**src/rtl/lpm_sequencer.sv**
```systemverilog
// rtl/lpm_sequencer.sv - three-cycle LPM sequencer: program-memory byte load into the register file, optional Z post-increment
module lpm_sequencer #(
  parameter int PM_ADDR_W = 14,
  parameter int Z_W       = 16
) (
  input  logic                 clk,
  input  logic                 reset_n,
  input  logic                 start,
  input  logic [1:0]           mode,
  input  logic [4:0]           rd_in,
  input  logic [Z_W-1:0]       z_in,
  input  logic [15:0]          pm_data,
  output logic                 busy,
  output logic                 stall_fetch,
  output logic                 pm_sel,
  output logic [PM_ADDR_W-1:0] pm_addr,
  output logic                 rf_we,
  output logic [4:0]           rf_waddr,
  output logic [7:0]           rf_wdata,
  output logic                 z_we,
  output logic [Z_W-1:0]       z_wdata,
  output logic                 done
);

  typedef enum logic [1:0] {S_IDLE, S_ADDR, S_READ, S_WB} state_t;

  state_t         state_q, state_d;
  logic [1:0]     mode_q, mode_d;
  logic [Z_W-1:0] z_q, z_d;
  logic [4:0]     rd_q, rd_d;
  logic [7:0]     byte_q, byte_d;

  always_ff @(posedge clk) begin
    if (!reset_n) begin
      state_q <= S_IDLE;
      mode_q  <= 2'b00;
      z_q     <= '0;
      rd_q    <= 5'd0;
      byte_q  <= 8'h00;
    end else begin
      state_q <= state_d;
      mode_q  <= mode_d;
      z_q     <= z_d;
      rd_q    <= rd_d;
      byte_q  <= byte_d;
    end
  end

  // Outputs depend only on state and latched fields, never on start.
  always_comb begin
    state_d     = state_q;
    mode_d      = mode_q;
    z_d         = z_q;
    rd_d        = rd_q;
    byte_d      = byte_q;
    busy        = 1'b0;
    stall_fetch = 1'b0;
    pm_sel      = 1'b0;
    pm_addr     = '0;
    rf_we       = 1'b0;
    rf_waddr    = 5'd0;
    rf_wdata    = 8'h00;
    z_we        = 1'b0;
    z_wdata     = '0;
    done        = 1'b0;

    case (state_q)
      S_IDLE: begin
        if (start && mode != 2'b11) begin
          mode_d  = mode;
          z_d     = z_in;
          rd_d    = (mode == 2'b00) ? 5'd0 : rd_in;
          state_d = S_ADDR;
        end
      end
      S_ADDR: begin
        busy        = 1'b1;
        stall_fetch = 1'b1;
        pm_sel      = 1'b1;
        pm_addr     = z_q[PM_ADDR_W:1];
        state_d     = S_READ;
      end
      S_READ: begin
        busy        = 1'b1;
        stall_fetch = 1'b1;
        pm_sel      = 1'b1;
        pm_addr     = z_q[PM_ADDR_W:1];
        byte_d      = z_q[0] ? pm_data[15:8] : pm_data[7:0];
        state_d     = S_WB;
      end
      S_WB: begin
        busy     = 1'b1;
        rf_we    = 1'b1;
        rf_waddr = rd_q;
        rf_wdata = byte_q;
        done     = 1'b1;
        // Post-increment loses to the loaded byte when the destination is R30/R31.
        if (mode_q == 2'b10 && rd_q[4:1] != 4'b1111) begin
          z_we    = 1'b1;
          z_wdata = z_q + {{(Z_W-1){1'b0}}, 1'b1};
        end
        state_d = S_IDLE;
      end
      default: state_d = S_IDLE;
    endcase
  end

endmodule

```
**config.mk**
```make
export PLATFORM = sky130hd
export DESIGN_NAME = lpm_sequencer
export DESIGN_NICKNAME = d
export VERILOG_FILES = /design/src/rtl/lpm_sequencer.sv
export SDC_FILE = /design/constraint.sdc
export NUM_CORES = 1
export LEC_CHECK = 0
export ABC_CLOCK_PERIOD_IN_PS = 2790
export BUFFER_PORTS_ARGS = -buffer_cell sky130_fd_sc_hd__buf_4
export CAP_MARGIN = 10
export CELL_PAD_IN_SITES_DETAIL_PLACEMENT = 0
export CELL_PAD_IN_SITES_GLOBAL_PLACEMENT = 1
export CORE_MARGIN = 1.5
export CORE_UTILIZATION = 35
export CTS_BUF_LIST = sky130_fd_sc_hd__clkbuf_16
export CTS_CLUSTER_SIZE = 28
export DETAILED_ROUTE_END_ITERATION = 8
export PLACE_DENSITY_LB_ADDON = 0.1
export SYNTH_ARGS = -nofsm -noshare
export SYNTH_HDL_FRONTEND = slang
export SYNTH_SLANG_ARGS = --single-unit
```
**constraint.sdc**
```tcl
create_clock -name clk -period 2.79 [get_ports clk]
set_input_delay 0.558 -clock clk [delete_from_list [all_inputs] [get_ports clk]]
set_output_delay 0.558 -clock clk [all_outputs]
set_load 0.01 [all_outputs]
```
After elaboration in Yosys (flattened, before gate mapping)
Cells that the tools add are included.

storage, ports and cells
  flip-flop bits (word level) = 33
  output and inout port bits = 49
  logic and storage cells = 34

operators by class
  add/sub/neg operators = 1
  multiplexer cells = 14
  equal/unequal tests = 7
  reductions and logical operators = 7

operator list
  kind                   number
  $mux 16                2
  $add 16x1->16 const B  1
  $mux 8                 2
  $mux 14                1
  $mux 5                 2
  $pmux 2 s4             1
  $eq 2x2->1 const B     3
  $mux 1                 5
  $logic_not 2->1        2
  $ne 2x2->1 const B     2
  $ne 4x4->1 const B     1
  $reduce_or 3->1        1
  $eq 2x1->1 const B     1
  $logic_and 1x1->1      2
  $mux 2                 1
  $reduce_and 2->1       1
  $reduce_or 2->1        1

Depth between registers and ports, before layout
  depth in word-level cells = 4
  depth in mapped cells = 7
  depth with buffers taken out = 5

Worst setup path before layout
Ideal clock, no wire load.

  kind = register to output
  start = register state_q[1]
  end = output z_wdata[11]
  cell stages (with the launch flop) = 6
  arrival = 1440 ps
  path buffers = 1
  slack = 792 ps
  path through = dfxtp_1 ha_1 and3b_1 clkbuf_1 nand3b_1 mux2i_1

on the way
  cells in the longest elaborated chain, start to end = 2

ends and longest elaborated chain
  item                    RTL line  source
  start, declared         27        state_t state_q, state_d;
  start signal, assigned  41        state_q <= state_d;
  $eq 2x2->1              67        case (state_q)
  $mux 16                 67
  end, declared           21        output logic [Z_W-1:0] z_wdata,

Every way passes these cells.

Worst setup path after layout
  start = register z_q[2]
  end = output z_wdata[9]

on the way
  cells in the longest elaborated chain, start to end = 3

ends and longest elaborated chain
  item                    RTL line  source
  start, declared         29        logic [Z_W-1:0] z_q, z_d;
  start signal, assigned  43        z_q <= z_d;
  $add 16x1->16           100       z_wdata = z_q + {{(Z_W-1){1'b0}}, 1'b1};
  $mux 16                 98        if (mode_q == 2'b10 && rd_q[4:1] != 4'b1111) begin
  $mux 16                 67

Every way passes these cells.

==> key figures <==
Outcome
  – Status: complete, no violations

Clock tree
  – CTS tree: done
  – Root buffer cell: clkbuf_16
  – Worst-case clock buffer depth: 2
  – Clock Latency Late Sink: 0.27 ns
  – Num CTS Buffers: 5
  – Clock Sink Count: 33
  – CTS Hold Bufs: 0
  – Post-CTS Resized: 0
  – Post-CTS Setup Bufs: 0
  – H-tree depth: 2
  – Worst-path clk slew: 0.05 ns

Finish
  – Filler cells: 560
  – # diodes: 0
  – Multi-input combinational cell area: 1220 µm²
  – FF+latch area: 661 µm²
  – Share of layout cells above drive strength 1: 32.4%
  – Cell area after layout: 2890 µm²
  – Commonest non-fill, non-tap cell in the layout: buf_4
  – Most frequent cells in the layout: buf_4, dfxtp_1, nand3_1, a21oi_1
  – Area growth syn-to-layout: 42.8%
  – Final net count: 386

Global routing
  – Antenna violations before repair: 0
  – Busiest layer in global routing: met2
  – Grt met2 use: 30.4%
  – Largest net degree at the start of global routing: 34
  – Vias in the first global route: 1857
  – Remaining global-route overflow: 0
  – Global routing usage on met3: between 3 and 4%
  – Grt met1 use: 23.5%
  – First-pass GRT wire length: approximately 9000 µm
  – Global Route Usage Sum: ~18%

Placement
  – I/O Buffers: 90
  – Gp weighted congestion: 0.840
  – Final HPWL DP: just over 4000 µm
  – Placement Cell Area: 2730 µm²

Timing
  – Min Tclk post-route: 2.50 ns
  – Fin. Hold Viols: 0
  – Final Cycle Share: 89.7%
  – Max Clock Freq: 400 MHz
  – Max-slew headroom: 59.1%
  – Final setup vio count: 0
  – Clk_skew: ~0.0032 ns
  – Max-slew violation count: 0
  – Final setup TNS: 0 ns
  – Worst slew pin tran: 0.612 ns
  – RSZ-0062 raised after global routing: no

Route
  – WL per Instance: 13.7 µm
  – Avg Vias per Cell: 5.11
  – DRT Wirelength: 5640 µm
  – DR pass1 iterations: 4
  – DR DRC count: 0
  – Violation count after the first detailed-route iteration: between 80 and 90
  – Detail Route Antenna Nets: 0
  – Total number of vias: 2107

Power and ir drop
  – P_leak: 0.00118 µW
  – Sw power: approximately 750 µW
  – Clock power frac: 29.0%
  – Reg power frac: 32.6%
  – Worst vdd ir: just under 0.5 mV
  – Internal: 1310 µW
  – Combinational share of power: 38.4%
  – Power density cells: 714 nW/µm²
  – Sw Ratio: 36.3%

Critical path
  – Kind of critical path: reg -> out
  – Worst Path Required: about 2.2 ns
  – WP data arrival: 1.94 ns
  – Worst-path maximum fanout: 15
  – Crit. End Element: output port
  – Critical path launch point type: register

Floorplan
  – Die H: 79.0 µm
  – Core Box Area: 5540 µm²
  – Die width: around 79 µm
  – Starting Density: a little over a third
  – DIE AREA: 6250 µm²
  – # IOs: 91
  – # rows: 27

Run
  – Max_cap viols: 0

Logic synthesis
  – Avg Inst Size Synth: between 7 and 8 µm²
  – Ys Warns: 0
  – Synth unique cells: 32
  – Register area share after synthesis: 32.7%
  – Post-Syn Instances: about 260
  – #FFs+latches synth: 33
  – Syn_nets: 306
  – Mapped cell area: 2020 µm²

Hold path
  – Hold crit path type: reg -> reg
## Yosys cell counts
master    number  area, µm²
o31ai_1        4       30.0
clkbuf_1      17       63.8
buf_6          2       22.5
a21oi_1       30        150
a21bo_2        1       10.0
ha_1           5       62.6
nor2_1        12       45.0
buf_2          2       10.0
o21ai_0       26        130
nand2_1        4       15.0
or3_1          2       12.5
and3_1         1       6.26
mux2i_1       13        130
a211oi_1       9       67.6
dfxtp_1       33        661
nand3b_1       5       37.5
xor2_1         2       17.5
nand4_1        7       43.8
nor4_2         2       25.0
and2_1        26        163
inv_1          9       33.8
or2_2          1       6.26
and2_2         1       7.51
and3b_1        1       8.76
nor4_1         3       18.8
nand4_2        2       25.0
or4_1          4       30.0
a21boi_1       1       7.51
xnor2_1        1       8.76
nand3_1       30        150
buf_4          2       15.0
a311oi_1       1       8.76
## metal layers
metal	wire [µm]	vias to the layer above	part of all wire (%)
met5	0	-	0
met2	2660	51	47
met1	2700	960	48
met4	27	0	0.48
met3	258	2	4.6
li1	-	1094	-
## flip-flops by register name, indices dropped and copies added (netlist names)
name	count
byte_q	8
mode_q	2
rd_q	5
state_q	2
z_q	16
## cells by family after synthesis
kind of cell	share of synthesized area (%)
XOR/XNOR	1.30
multiplexers	6.43
adder cells (fa/ha/maj)	3.09
AO/OA/AOI/OAI	20.0
flip-flops	32.7
AND/OR/NAND/NOR	29.4
buffers and inverters	7.17
## worst paths after layout
path         startpoint    endpoint  slack, ns  cells past startpoint
min reg2reg     rd_q[0]     rd_q[0]       0.47                      2
max reg2reg  state_q[1]      z_q[6]       1.26                      5
max              z_q[2]  z_wdata[9]       0.29                      4
min             rd_q[0]     rd_q[0]       0.47                      2
## final cells by class
type	instances	area share, %
inverters	9	1.17
clock inverters	3	1.30
multi-input cells	194	42.3
flip-flops and latches	33	22.9
repair buffers	96	24.9
clock buffers	5	4.33
well taps	72	3.12
## through the flow
step	power, µW	utilization (%)	hold slack (ns)	setup slack, ns	std cells
3_5_place_dp	1480	49.2	0.463	0.574	404
5_1_grt	2230	52.1	0.502	0.0938	412
4_1_cts	2090	52.1	0.468	0.278	412
3_3_place_gp	1480	49.2	0.455	0.589	404
6_report	2060	52.1	0.466	0.289	412
2_1_floorplan	1190	-	0.445	0.792	259
## critical path, cell delays in order (launching register included)
cell     delay [ns]
dfxtp_1        0.44
nand4_2        0.34
or4_1          0.59
a21oi_1        0.16
buf_4          0.14
## power groups by stage
stage	Clock [µW]	Combinational [µW]	Sequential [µW]
2_1_floorplan	0	541	653
3_3_place_gp	0	800	677
3_5_place_dp	0	799	681
4_1_cts	614	800	672
5_1_grt	640	895	690
6_report	598	791	672
No activity file was read; power rests on OpenSTA's default activity.
